**config.mk**
```make
export PLATFORM = sky130hd
export DESIGN_NAME = snoop_responder
export DESIGN_NICKNAME = d
export VERILOG_FILES = /design/src/rtl/snoop_responder.sv
export SDC_FILE = /design/constraint.sdc
export NUM_CORES = 1
export LEC_CHECK = 0
export CORE_MARGIN = 3
export CORE_UTILIZATION = 32
export DETAILED_ROUTE_END_ITERATION = 7
export MAX_ROUTING_LAYER = met4
export PLACE_DENSITY_LB_ADDON = 0.08
export SYNTH_ARGS = -nofsm -noshare
export SYNTH_HDL_FRONTEND = slang
export SYNTH_SLANG_ARGS = --single-unit
```
**constraint.sdc**
```tcl
create_clock -name CLK -period 1.5 [get_ports CLK]
set_clock_uncertainty 0.15 [all_clocks]
set_input_delay 0.225 -clock CLK [delete_from_list [all_inputs] [get_ports CLK]]
set_output_delay 0.225 -clock CLK [all_outputs]
set_load 0.03 [all_outputs]
```
**src/rtl/snoop_responder.sv**
```systemverilog
// Cache-side MSI snoop responder: looks up the dcache tags, reports the snoop result, writes back a
// dirty block as two words and downgrades/invalidates the line. Optional macro: LLSC_SNOOP_EN.
module snoop_responder #(
    parameter int unsigned IDX_W = 3,
    parameter int unsigned WAYS  = 2,
    parameter int unsigned WAY_W = (WAYS > 1) ? $clog2(WAYS) : 1,
    parameter int unsigned TAG_W = 32 - IDX_W - 3
) (
    input  logic             CLK,
    input  logic             RST,
    input  logic             ccwait,
    input  logic             ccinv,
    input  logic [31:0]      ccsnoopaddr,
    output logic             ccwrite,
    output logic             cctrans,
    output logic [31:0]      snp_daddr,
    output logic [31:0]      snp_dstore,
    input  logic             snp_wack,
    output logic [IDX_W-1:0] lk_idx,
    output logic [TAG_W-1:0] lk_tag,
    input  logic             lk_hit,
    input  logic [WAY_W-1:0] lk_way,
    input  logic [1:0]       lk_state,
    output logic             rd_blkoff,
    input  logic [31:0]      rd_data,
    output logic             upd_en,
    output logic [WAY_W-1:0] upd_way,
    output logic [1:0]       upd_state,
`ifdef LLSC_SNOOP_EN
    input  logic             link_valid,
    input  logic [31:0]      link_addr,
    output logic             link_clr,
`endif
    output logic             core_hold
);

    localparam logic [2:0] StIdle   = 3'd0;
    localparam logic [2:0] StLookup = 3'd1;
    localparam logic [2:0] StResp   = 3'd2;
    localparam logic [2:0] StWb1    = 3'd3;
    localparam logic [2:0] StWb2    = 3'd4;
    localparam logic [2:0] StDone   = 3'd5;

    localparam logic [1:0] LineI = 2'd0;
    localparam logic [1:0] LineS = 2'd1;
    localparam logic [1:0] LineM = 2'd2;

    logic [2:0]       state_q, state_d;
    logic [31:3]      addr_q, addr_d;
    logic             inv_q, inv_d;
    logic             hit_q, hit_d;
    logic [WAY_W-1:0] way_q, way_d;
    logic [1:0]       lstate_q, lstate_d;
    logic             armed_q, armed_d;
    logic             line_m;
    logic             do_upd;

    // Byte/word offset within the block is irrelevant to a snoop.
    logic unused_addr;
    assign unused_addr = ^ccsnoopaddr[2:0];

    always_ff @(posedge CLK) begin
        if (RST) begin
            state_q  <= StIdle;
            addr_q   <= '0;
            inv_q    <= 1'b0;
            hit_q    <= 1'b0;
            way_q    <= '0;
            lstate_q <= LineI;
            armed_q  <= 1'b1;
        end else begin
            state_q  <= state_d;
            addr_q   <= addr_d;
            inv_q    <= inv_d;
            hit_q    <= hit_d;
            way_q    <= way_d;
            lstate_q <= lstate_d;
            armed_q  <= armed_d;
        end
    end

    assign line_m = hit_q && (lstate_q == LineM);
    assign do_upd = hit_q && ((lstate_q == LineM) || ((lstate_q == LineS) && inv_q));

    always_comb begin
        state_d  = state_q;
        addr_d   = addr_q;
        inv_d    = inv_q;
        hit_d    = hit_q;
        way_d    = way_q;
        lstate_d = lstate_q;
        armed_d  = armed_q;
        case (state_q)
            StIdle: begin
                // armed stops a strobe that stays high from starting a second snoop
                if (ccwait && armed_q) begin
                    addr_d  = ccsnoopaddr[31:3];
                    inv_d   = ccinv;
                    armed_d = 1'b0;
                    state_d = StLookup;
                end else if (!ccwait) begin
                    armed_d = 1'b1;
                end
            end
            StLookup: begin
                hit_d    = lk_hit;
                way_d    = lk_way;
                lstate_d = lk_state;
                state_d  = StResp;
            end
            StResp:  state_d = line_m ? StWb1 : StDone;
            StWb1:   if (snp_wack) state_d = StWb2;
            StWb2:   if (snp_wack) state_d = StDone;
            StDone:  state_d = StIdle;
            default: state_d = StIdle;
        endcase
    end

    always_comb begin
        ccwrite    = 1'b0;
        cctrans    = 1'b0;
        snp_daddr  = '0;
        snp_dstore = '0;
        lk_idx     = '0;
        lk_tag     = '0;
        rd_blkoff  = 1'b0;
        upd_en     = 1'b0;
        upd_way    = '0;
        upd_state  = LineI;
        core_hold  = (state_q != StIdle);
        case (state_q)
            StLookup: begin
                lk_idx = addr_q[IDX_W+2:3];
                lk_tag = addr_q[31:IDX_W+3];
            end
            StResp: begin
                cctrans = 1'b1;
                ccwrite = line_m;
            end
            StWb1: begin
                ccwrite    = 1'b1;
                snp_daddr  = {addr_q[31:3], 3'b000};
                snp_dstore = rd_data;
            end
            StWb2: begin
                ccwrite    = 1'b1;
                snp_daddr  = {addr_q[31:3], 3'b100};
                rd_blkoff  = 1'b1;
                snp_dstore = rd_data;
            end
            StDone: begin
                if (do_upd) begin
                    upd_en    = 1'b1;
                    upd_way   = way_q;
                    upd_state = (line_m && !inv_q) ? LineS : LineI;
                end
            end
            default: ;
        endcase
    end

`ifdef LLSC_SNOOP_EN
    // Losing the line to another writer breaks any reservation on the same block.
    logic unused_link;
    assign unused_link = ^link_addr[2:0];
    assign link_clr = (state_q == StDone) && inv_q && link_valid &&
                      (link_addr[31:3] == addr_q[31:3]);
`endif

endmodule
```
After elaboration in Yosys (flattened, before gate mapping)
Index checks and enable logic that the tools add are counted.

cells by class
  equality and inequality tests = 11
  multiplexer cells = 21
  reduce and logical (&&, ||, !) cells = 13

operators with widths
  kind                                                 count
  one-hot mux 32 bit (2 select lines)                  1
  two-way mux 32 bit                                   1
  two-way mux 26 bit                                   1
  two-way mux 3 bit                                    5
  one-hot mux 3 bit (5 select lines)                   1
  two-way mux 1 bit                                    11
  equality test 3 x 2 -> 1 bit, second input constant  2
  equality test 3 bit, second input constant           2
  != test 2 bit, second input constant                 3
  logical AND 1 bit                                    5
  AND reduction 2 bit                                  2
  equality test 3 x 1 -> 1 bit, second input constant  1
  logical NOT 3 bit                                    1
  AND reduction 3 bit                                  1
  nonzero test 3 bit                                   1
  equality test 2 x 1 -> 1 bit, second input constant  1
  equality test 2 bit, second input constant           1
  != test 2 x 1 -> 1 bit, second input constant        1
  one-hot mux 1 bit (2 select lines)                   1
  OR reduction 2 bit                                   1
  logical NOT 1 bit                                    1
  logical OR 1 bit                                     1

word-level totals
  register bits = 38
  input bits = 73
  word-level logic and storage cells = 52

Logic depth before layout (Yosys ltp)
  word-level depth = 6
  mapped depth = 5

Least setup slack after synthesis
OpenSTA, ideal clock, no wires.

  path type = reg-to-output
  start = register state_q[1]
  end = output port ccwrite
  arrival = 2.008 ns
  setup slack = -0.883 ns
  stages on the path, launching flop included = 5
  cell sequence = dfxtp_1 > buf_4 > nor3b_1 > inv_1 > o21bai_1

between the ends
  cells in the longest elaborated chain, start to end = 3
  elaborated cells between the ends (all ways) = 5

ends and longest elaborated chain
  item                                                                 RTL line  RTL
  start, declared                                                      48        logic [2:0] state_q, state_d;
  start signal, assigned                                               64        state_q <= StIdle;
  start signal, assigned                                               72        state_q <= state_d;
  equality test 3 bit or equality test 3 x 2 -> 1 bit (tied branches)  131       case (state_q)
  OR reduction 2 bit (no line)                                         -
  one-hot mux 1 bit (2 select lines) (*)                               131
  end, declared                                                        14        output logic ccwrite,

Mark *: on every way between the ends. The rest lies on a longest branch, timed or not.

Final worst setup path
  start = register state_q[0]
  end = output port snp_dstore[18]

between the ends
  cells in the longest elaborated chain, start to end = 3
  elaborated cells between the ends (all ways) = 4

ends and longest elaborated chain
  item                                                                 RTL line  RTL
  equality test 3 bit or equality test 3 x 2 -> 1 bit (tied branches)  131
  OR reduction 2 bit (no line) (*)                                     -
  two-way mux 32 bit (*)                                               131
  end, declared                                                        17        output logic [31:0] snp_dstore,

Marks and branches as above.

==> results.json <==
{
  "outcome": "finished with violations",
  "failed_checks": "setup timing",
  "crit_path_end_kind": "output port",
  "synth-async-reset-ratio_pct": 0,
  "synthMostInstantiatedCell": "and2_1",
  "yosys-top-cells-count": "91 x and2_1, 62 x nand2b_1, 38 x dfxtp_1",
  "ctsHtreeMaxLevel": 2,
  "power.share.switching_pct": 30.1,
  "synth_cell_types": 28,
  "fmax_ghz": 0.480,
  "firstDrtPassIters": 4,
  "dp.cells": 544,
  "post-route-util_pct": 73.1,
  "avgSynthCellArea_um2": 8.68,
  "cts_max_path_buffers": 2,
  "port_buffers": 167,
  "clkSlewWorstSetupHoldPaths_ns": 0.08,
  "start_util_pct": 33.5,
  "grt_pass1_vias": 2531,
  "die_h_um": 93.8,
  "hold_class": "in2reg",
  "syn_area_um2": 2470,
  "antenna_cells": 0,
  "crit_path_max_fanout": 7,
  "max-cap-violations": 0,
  "clock_sinks": 38,
  "root_buffer": "clkbuf_8",
  "fillers": 544,
  "grt_max_degree": 70,
  "critPathRequiredTime_ns": 1.12,
  "placed_area_um2": 4280,
  "gr-total-overflow": 0,
  "final_cells": 580,
  "wl_per_cell_um": 15.8,
  "final_nets": 553,
  "design_area_um2": 5390,
  "p_int_w": 0.00282,
  "final-setup-viol-count": 133,
  "grt_pass1_wl_mm": 13.5,
  "rsz0062_at_grt": "true",
  "syn_inst": 284,
  "ios": 174,
  "grt.total_usage_pct": 20.2,
  "seqPwrFrac_pct": 30.2,
  "synth_top_cell_by_area": "dfxtp_1",
  "num_rows": 31,
  "ys.flop_type": "dfxtp_1",
  "viasPerCell": 4.44,
  "gp_congestion": 0.739,
  "vias": 2576,
  "drt_iter0_markers": 52,
  "synth-edff-count": 0,
  "min_period_ns": 2.08,
  "routed_wl_mm": 9.16,
  "yosysTopAreaCellShare_pct": 30.8,
  "place_hpwl_mm": 5.48,
  "crit_type": "reg2out",
  "p_comb_share_pct": 43.8,
  "pwr-share-clk_pct": 26.1,
  "peakVddDrop_uv": 754,
  "drtAntennaViolNets": 0,
  "core_um2": 7370,
  "synth.area.top_cells": "dfxtp_1 31%, and2_1 23%, nand2b_1 16%",
  "timing.final.ws_setup_ns": -0.582,
  "ys_ff_latch": 38,
  "cts_tree": "done",
  "drive_gt1_share_pct": 53.2,
  "yosysSeqAreaShare_pct": 30.8,
  "maxSlewViolCount": 0,
  "critPathLaunchType": "register",
  "syn_to_final_growth_pct": 119,
  "antenna_found_initial": 0,
  "die_w_um": 93.8,
  "clk_latency_ns": 0.28,
  "cellPowerDensity_nw_per_um2": 749,
  "p_leak_nw": 2.34,
  "synth_warnings": 0,
  "die-area_um2": 8800,
  "drcViolationCount": 0,
  "fin_crit_sh_pct": 139,
  "power.switching_w": 0.00121,
  "worstPathArrival_ns": 1.71,
  "hold_viol_final": 0,
  "cts_buffers": 5
}
==> metrics by stage <==
| step | setup WS, ns | setup TNS [ns] | hold slack, ns | power, W |
|---|---|---|---|---|
| 2_1_floorplan | -0.320 | -21.81 | 0.221 | 0.00199 |
| 3_3_place_gp | -0.232 | -24.45 | 0.299 | 0.00245 |
| 3_5_place_dp | -0.272 | -27.00 | 0.303 | 0.00247 |
| 4_1_cts | -0.559 | -59.55 | 0.206 | 0.00401 |
| 5_1_grt | -0.661 | -70.38 | 0.238 | 0.00422 |
| 6_report | -0.582 | -60.35 | 0.216 | 0.00403 |
==> worst max-delay path: stages, from the launching register on <==
cell and delay, ns:
dfxtp_4 0.38, buf_12 0.13, nor3b_4 0.21, a21o_4 0.15, buf_12 0.14, clkbuf_16 0.15
and2_4 0.14, buf_6 0.12
==> sequential cells by signal, indices dropped and copies added (netlist names) <==
register  flops
armed_q       1
lstate_q      2
addr_q       29
hit_q         1
inv_q         1
state_q       3
way_q         1
==> area by class of cell <==
class	instances	area, µm²	share of cell area [%]
Timing Repair Buffer	212	2520	46.8
Multi-Input combinational cell	221	1830	33.9
Sequential cell	38	769	14.3
Tap cell	99	124	2.30
Clock buffer	5	68.8	1.28
Clock inverter	3	68.8	1.28
Inverter	2	7.51	0.139
==> routing by layer <==
layer  wire [µm]  track usage [%]  part of all wire, %  vias to the layer above
met5           0                -                    0                        -
met4          38             3.25                 0.41                        0
met3         646             4.89                  7.1                        2
met2        4860             36.3                   53                       96
met1        3620             23.2                   40                     1186
li1            -                -                    -                     1292
==> worst paths after layout <==
path / from / endpoint / slack (ns) / cells after the start
max reg2reg: state_q[2] / addr_q[22] / -0.33 / 8
min reg2reg: armed_q / armed_q / 0.32 / 1
max: state_q[0] / snp_dstore[18] / -0.58 / 7
min: RST / state_q[2] / 0.22 / 3
==> cell usage in the layout, fill, tap and decap left out, drive strengths merged, types with 2 or more instances in the layout <==
master,instances
a2bb2oi,2
nand3b,4
conb,3
buf,141
and2,91
dfxtp,38
inv,2
nor3b,4
nand2,4
clkbuf,8
bufinv,2
clkdlybuf4s50,68
nor3,2
nand2b,62
nor2,5
mux2i,34
==> power by group through the flow <==
stage	Sequential (W)	Combinational (W)	Clock, W
after floorplan	0.00120	0.000786	0
after CTS	0.00121	0.00171	0.00109
after global routing	0.00123	0.00186	0.00112
after detailed placement	0.00124	0.00123	0
final	0.00122	0.00177	0.00105
after global placement	0.00123	0.00122	0
==> kinds of logic after synthesis <==
logic type / count (synthesis) / synth area share (%)
muxes: 34 / 13.8
buffers and inverters: 27 / 6.65
other: 1 / 0.152
and+or+nand+nor: 175 / 45.6
DFF: 38 / 30.8
AOI/OAI and AO/OA: 9 / 2.99
==> repair_timing <==
action                     in CTS  in global routing
setup buffers                  15                  6
resized for setup             163                 23
pin swaps                      25                 29
setup endpoints to repair     132                133
cloned                          9                  3
hold endpoints to repair        0                  0
hold buffers                    0                  0
(Power assumes the default switching activity.)
